File: config.mk
export PLATFORM = sky130hd
export DESIGN_NAME = keycode_conditioner
export DESIGN_NICKNAME = d
export VERILOG_FILES = /design/src/rtl/keycode_conditioner.sv
export SDC_FILE = /design/constraint.sdc
export NUM_CORES = 1
export LEC_CHECK = 0
export ABC_AREA = 1
export CORE_MARGIN = 3
export CORE_UTILIZATION = 51
export CTS_CLUSTER_DIAMETER = 120
export CTS_CLUSTER_SIZE = 16
export DETAILED_ROUTE_END_ITERATION = 16
export MAX_ROUTING_LAYER = met4
export PLACE_DENSITY_LB_ADDON = 0.1
export SLEW_MARGIN = 40
export SYNTH_ARGS = -nofsm -noshare
export SYNTH_HDL_FRONTEND = slang
export SYNTH_SLANG_ARGS = --single-unit
File: constraint.sdc
create_clock -name frame_clk -period 1.4 [get_ports frame_clk]
set_input_delay 0.28 -clock frame_clk [delete_from_list [all_inputs] [get_ports frame_clk]]
set_output_delay 0.28 -clock frame_clk [all_outputs]
set_load 0.01 [all_outputs]
File: src/rtl/keycode_conditioner.sv
// Frame-rate keyboard conditioner: debounces direction keys, enforces a minimum hold,
// and turns space presses into rate-limited single-frame flap pulses. All outputs registered.
module keycode_conditioner #(
    parameter int STABLE_FRAMES = 2,
    parameter int MIN_HOLD      = 4,
    parameter int COOLDOWN      = 8,
    parameter int CNT_W         = 4
) (
    input  logic             Reset,
    input  logic             frame_clk,
    input  logic [7:0]       keycode_in,
    output logic [7:0]       keycode_out,
    output logic             key_valid,
    output logic             key_changed,
    output logic             flap_pulse,
    output logic [1:0]       state_dbg
);

    typedef enum logic [1:0] {
        IDLE    = 2'd0,
        QUALIFY = 2'd1,
        ACTIVE  = 2'd2,
        HOLD    = 2'd3
    } state_t;

    localparam logic [7:0]       KEY_A      = 8'h04;
    localparam logic [7:0]       KEY_D      = 8'h07;
    localparam logic [7:0]       KEY_S      = 8'h16;
    localparam logic [7:0]       KEY_W      = 8'h1A;
    localparam logic [7:0]       KEY_SPACE  = 8'h2C;
    localparam logic [CNT_W-1:0] CNT_ONE    = CNT_W'(1);
    localparam logic [CNT_W-1:0] CNT_MAX    = {CNT_W{1'b1}};
    localparam logic [CNT_W-1:0] STABLE_END = CNT_W'(STABLE_FRAMES - 1);
    localparam logic [CNT_W-1:0] HOLD_MAX   = CNT_W'(MIN_HOLD);
    localparam logic [CNT_W-1:0] COOL_INIT  = CNT_W'(COOLDOWN);

    state_t           state_q, state_d;
    logic [7:0]       cand_q, cand_d;
    logic [CNT_W-1:0] stab_cnt_q, stab_cnt_d;
    logic [CNT_W-1:0] hold_cnt_q, hold_cnt_d;
    logic [CNT_W-1:0] cool_cnt_q, cool_cnt_d;
    logic             prev_space_q, prev_space_d;
    logic [7:0]       keycode_out_q, keycode_out_d;
    logic             key_valid_q, key_valid_d;
    logic             key_changed_q, key_changed_d;
    logic             flap_pulse_q, flap_pulse_d;

    logic             in_dir;
    logic             in_match_out;
    logic             space_now;
    logic             release_key;
    logic [CNT_W-1:0] hold_inc;
    logic [CNT_W-1:0] stab_inc;

    assign in_dir       = (keycode_in == KEY_A) || (keycode_in == KEY_D) ||
                          (keycode_in == KEY_S) || (keycode_in == KEY_W);
    assign in_match_out = (keycode_in == keycode_out_q);
    assign space_now    = (keycode_in == KEY_SPACE);
    assign hold_inc     = (hold_cnt_q >= HOLD_MAX) ? HOLD_MAX : hold_cnt_q + CNT_ONE;
    assign stab_inc     = (stab_cnt_q == CNT_MAX) ? CNT_MAX : stab_cnt_q + CNT_ONE;

    // Direction path
    always_comb begin
        state_d       = state_q;
        cand_d        = cand_q;
        stab_cnt_d    = stab_cnt_q;
        hold_cnt_d    = hold_cnt_q;
        keycode_out_d = keycode_out_q;
        key_valid_d   = key_valid_q;
        key_changed_d = 1'b0;
        release_key   = 1'b0;

        case (state_q)
            IDLE: begin
                if (in_dir) begin
                    cand_d     = keycode_in;
                    stab_cnt_d = CNT_ONE;
                    state_d    = QUALIFY;
                end
            end
            QUALIFY: begin
                if (keycode_in == cand_q) begin
                    if (stab_cnt_q == STABLE_END) begin
                        state_d       = ACTIVE;
                        keycode_out_d = cand_q;
                        key_valid_d   = 1'b1;
                        key_changed_d = 1'b1;
                        hold_cnt_d    = CNT_ONE;
                        stab_cnt_d    = '0;
                    end else begin
                        stab_cnt_d = stab_inc;
                    end
                end else if (in_dir) begin
                    cand_d     = keycode_in;
                    stab_cnt_d = CNT_ONE;
                end else begin
                    state_d    = IDLE;
                    stab_cnt_d = '0;
                end
            end
            ACTIVE: begin
                if (in_match_out) begin
                    hold_cnt_d = hold_inc;
                end else if (hold_cnt_q >= HOLD_MAX) begin
                    release_key = 1'b1;
                end else begin
                    state_d    = HOLD;
                    hold_cnt_d = hold_inc;
                end
            end
            HOLD: begin
                if (in_match_out) begin
                    state_d    = ACTIVE;
                    hold_cnt_d = hold_inc;
                end else if (hold_cnt_q >= HOLD_MAX) begin
                    release_key = 1'b1;
                end else begin
                    hold_cnt_d = hold_inc;
                end
            end
            default: begin
                state_d = IDLE;
            end
        endcase

        // A release always drops to zero first; a new key must re-qualify.
        if (release_key) begin
            keycode_out_d = 8'h00;
            key_valid_d   = 1'b0;
            key_changed_d = 1'b1;
            hold_cnt_d    = '0;
            if (in_dir) begin
                state_d    = QUALIFY;
                cand_d     = keycode_in;
                stab_cnt_d = CNT_ONE;
            end else begin
                state_d    = IDLE;
                stab_cnt_d = '0;
            end
        end
    end

    // Flap path
    always_comb begin
        prev_space_d = space_now;
        flap_pulse_d = 1'b0;
        cool_cnt_d   = (cool_cnt_q == '0) ? '0 : cool_cnt_q - CNT_ONE;
        if (space_now && !prev_space_q && (cool_cnt_q == '0)) begin
            flap_pulse_d = 1'b1;
            cool_cnt_d   = COOL_INIT;
        end
    end

    always_ff @(posedge frame_clk or posedge Reset) begin
        if (Reset) begin
            state_q       <= IDLE;
            cand_q        <= 8'h00;
            stab_cnt_q    <= '0;
            hold_cnt_q    <= '0;
            cool_cnt_q    <= '0;
            prev_space_q  <= 1'b0;
            keycode_out_q <= 8'h00;
            key_valid_q   <= 1'b0;
            key_changed_q <= 1'b0;
            flap_pulse_q  <= 1'b0;
        end else begin
            state_q       <= state_d;
            cand_q        <= cand_d;
            stab_cnt_q    <= stab_cnt_d;
            hold_cnt_q    <= hold_cnt_d;
            cool_cnt_q    <= cool_cnt_d;
            prev_space_q  <= prev_space_d;
            keycode_out_q <= keycode_out_d;
            key_valid_q   <= key_valid_d;
            key_changed_q <= key_changed_d;
            flap_pulse_q  <= flap_pulse_d;
        end
    end

    assign keycode_out = keycode_out_q;
    assign key_valid   = key_valid_q;
    assign key_changed = key_changed_q;
    assign flap_pulse  = flap_pulse_q;
    assign state_dbg   = state_q;

endmodule

==> summary.md <==
The worst setup path is of the reg -> reg kind. The average instance area after synthesis came out at 7.467 µm². The final setup violation count came out at 27. The run gives 3799 µm² as the total core area. Yosys printed 0 warnings. The worst min-delay path category is in -> async. The net count reported at finish was 372; the worst hold slack after final layout was 0.3441 ns. The distinct cell type count of the synthesized netlist is 31, and the number of synthesized register bits is 34.

The total CTS buffers is 5, and the number of vias in the routed layout is 2145. By area the synthesized netlist is led by sky130_fd_sc_hd__dfrtp_1 (41%), sky130_fd_sc_hd__nand2_1 (17%), sky130_fd_sc_hd__inv_1 (6.6%), sky130_fd_sc_hd__nand3_1 (4.1%), sky130_fd_sc_hd__o21ai_1 (3.6%). The final reports fail on setup timing. STA puts the critical path data required time at 1.58 ns.

Clock tree synthesis found a total of 34 sinks. The first-pass GRT wire length came out at 9356 µm. The synthesized netlist occupies a cell area of 2098 µm². From synthesis to final layout, the design area changed by 50.09%. Cells with a size suffix above 1 make up 41.39% of the layout.

Of all nets on the critical path, the largest fanout is 5. Across the run, the number of max-cap violations was 0. Once the floorplan was initialized, standard cells occupied 55.24% of the core.

At the placement stage, the worst setup path has a slack of -0.7116 ns. No sink is reached through more buffers than the 2 on the longest clock path. For the final non-filler cell area, the log shows 3149 µm². Power spread over the standard cell area amounts to 1309 nW/µm².

The total number of H-tree levels was 2. The logs give 0 for the antenna cell count and 0.29 ns for the worst-skew pair later-pin latency. The aggregate global-route resource usage came out at 24.22%.

Summing the sequential cell areas from Yosys gives 40.55% of the chip area. The tools report the die footprint as 4920 µm². The routed wire length was 5918 µm; the filler-free cell count of the finished design was 408. The hold buffer count at cts came out at 0. The leakage power summed over all cells was 1.677 nW; the number of nets in the synthesized netlist was 294. The placed instances occupy a cell area of 2658 µm².

At the pin with the least slew margin, the transition time is 0.3820 ns. During placement, the flow inserted port buffers numbering 22. In this run the vertical extent of the chip is 70.14 µm. The root buffer cell chosen for the clock tree is sky130_fd_sc_hd__clkbuf_8. The run finished, with violations left. Entering global routing, the biggest net connects 35 pins. The share of the clock period used by the worst path after layout came out at 113.8%. The logs give 0 for the number of antenna violations at the first check in global routing and 2055 for the via count of the first global-routing pass. The horizontal die dimension works out to 70.14 µm.

The final setup slack of the worst path is -0.1932 ns, and the clock-pin slew on the worst setup and hold paths is 0.08 ns. The max-slew violation count was 0. The clock period minus final worst setup slack was 1.593 ns. After detailed routing, the number of vias per cell comes to 5.257. The detail route stage leaves a number of antenna-violating nets equal to 0.

Summed over all instances, the cell type with the most area after synthesis is sky130_fd_sc_hd__dfrtp_1. Setup repair after global routing could not meet its margin everywhere. At the end of routability-driven placement, the weighted congestion stood at 0.8891. Summed over all nets, the half-perimeter wirelength after detailed placement is 3599 µm. STA puts the critical path data arrival time at 1.77 ns.

Dividing the detail-routed wire length by the instance count gives 14.50 µm. The first routing iteration left 153 violations. The worst setup path is launched from a flop. For the remaining routing DRC violations, the log shows 0. The total overflow left after global routing is 0.

TritonCTS built the clock tree. STA classifies the critical path endpoint as a flop. The worst-case headroom to the max-slew limit is 74.51%. The maximum resistive drop on vdd was 855.0 µV.

For this run, the detailed router's first-pass iteration total came to 4. Pin placement for this block handled 23 I/O pins. After detailed placement, the design holds a cell count of 388.

For the final database, setup skew stands at 0.004506 ns. Synthesis handed over a netlist of 281 instances. The number of rows created at floorplan is 22, and the highest attainable clock frequency is 627.6 MHz. The share of the synthesized area in the top cell type is 40.55%, and the number of hold-slack violations in the final timing report is 0.

After routing, the total negative slack on setup checks comes to -3.280 ns.
==> synth_stat cells, drive strengths merged <==
| cell | count |
|---|---|
| nand2 | 100 |
| inv | 44 |
| dfrtp | 34 |
| o21ai | 22 |
| nand3 | 19 |
| nor2 | 19 |
| buf | 8 |
| o22ai | 6 |
| xnor2 | 6 |
| a21oi | 5 |
| nand4 | 5 |
| ha | 3 |
| nor3 | 2 |
| nor4 | 2 |
| a21o | 1 |
| and3 | 1 |
| o211ai | 1 |
| o21a | 1 |
| o21bai | 1 |
| xor2 | 1 |
==> cells by family (layout without fill, tap and decap cells) <==
kind of cell | Yosys count | in the layout | share of synthesized area (%)
fa+ha+maj | 3 | 3 | 1.789
compound gates | 37 | 37 | 10.20
buf+inv | 52 | 130 | 11.51
simple gates | 148 | 149 | 33.03
flops | 34 | 34 | 40.55
xor+xnor | 7 | 7 | 2.922
==> placed cells by master, fill, tap and decap left out, types with 6 or more instances in the layout <==
cell type and n:
sky130_fd_sc_hd__inv_1 31, sky130_fd_sc_hd__dfrtp_1 33, sky130_fd_sc_hd__buf_4 49, sky130_fd_sc_hd__inv_2 11, sky130_fd_sc_hd__nand3_2 7, sky130_fd_sc_hd__nor2_4 10, sky130_fd_sc_hd__o22ai_2 6, sky130_fd_sc_hd__o21ai_1 10
sky130_fd_sc_hd__nand2_1 78, sky130_fd_sc_hd__nand2_2 14, sky130_fd_sc_hd__nand3_1 11, sky130_fd_sc_hd__dlygate4sd2_1 13, sky130_fd_sc_hd__o21ai_2 7
==> critical path, stage by stage, from the launching register on <==
cell,delay [ns]
sky130_fd_sc_hd__dfrtp_1,0.38
sky130_fd_sc_hd__buf_4,0.14
sky130_fd_sc_hd__xnor2_2,0.15
sky130_fd_sc_hd__nand2_2,0.09
sky130_fd_sc_hd__nor2_4,0.16
sky130_fd_sc_hd__nand2_4,0.10
sky130_fd_sc_hd__a21oi_4,0.20
sky130_fd_sc_hd__nand2_2,0.11
sky130_fd_sc_hd__nand4_1,0.08
sky130_fd_sc_hd__nand2_1,0.06
==> per-stage QoR <==
stage	power [W]	util, %
after floorplan	0.002175	-
after global placement	0.002688	69.96
after detailed placement	0.002714	69.96
after CTS	0.003842	78.66
after global routing	0.004368	82.91
final	0.004123	82.91
==> area by class of cell <==
cell class	count	area, µm²
multi-input cells	196	1303
clock buffers	5	68.82
clock inverters	3	45.04
fillers	224	649.4
inverters	44	170.2
well taps	48	60.06
flip-flops and latches	34	852.1
repair buffers	78	650.6
==> state kept, by name, summed over array words and instances, names as in the netlist <==
signal / flops
cand_q: 8
cool_cnt_q: 4
flap_pulse: 1
hold_cnt_q: 4
key_changed: 1
key_valid: 1
keycode_out: 8
prev_space_q: 1
stab_cnt_q: 4
state_dbg: 2
==> repair_timing <==
action                                  in CTS  in global routing
setup buffers                                6                  5
gates cloned                                 1                  0
pin swaps                                   22                 13
endpoints found under the setup margin      44                 33
endpoints found under the hold margin        0                  0
gates resized for setup                     75                 38
==> worst paths after layout <==
| path | start | endpoint | slack, ns | cells after the start |
|---|---|---|---|---|
| worst max-delay path | keycode_out[3] | state_dbg[1] | -0.19 | 9 |
| worst min-delay path | Reset | cool_cnt_q[2] | 0.34 | 3 |
| worst max register to register | keycode_out[3] | state_dbg[1] | -0.19 | 9 |
| worst min register to register | cool_cnt_q[0] | cool_cnt_q[0] | 0.46 | 1 |
| max in group asynchronous | Reset | state_dbg[1] | 0.86 | 3 |
| min in group frame_clk | cool_cnt_q[0] | cool_cnt_q[0] | 0.46 | 1 |
==> report_power, final <==
group          internal, W  switching (W)
Sequential         0.00115       0.000113
Combinational     0.000777        0.00114
Clock             0.000530       0.000410
Total              0.00246        0.00167
==> layer usage <==
| metal | GRT usage, % | up-vias | share of wire, % |
|---|---|---|---|
| li1 | - | 1046 | - |
| met1 | 30.31 | 1026 | 43 |
| met2 | 41.66 | 57 | 51 |
| met3 | 3.309 | 16 | 3.9 |
| met4 | 5.532 | 0 | 2.6 |
| met5 | - | - | 0 |
No activity file was read; power rests on OpenSTA's default activity.
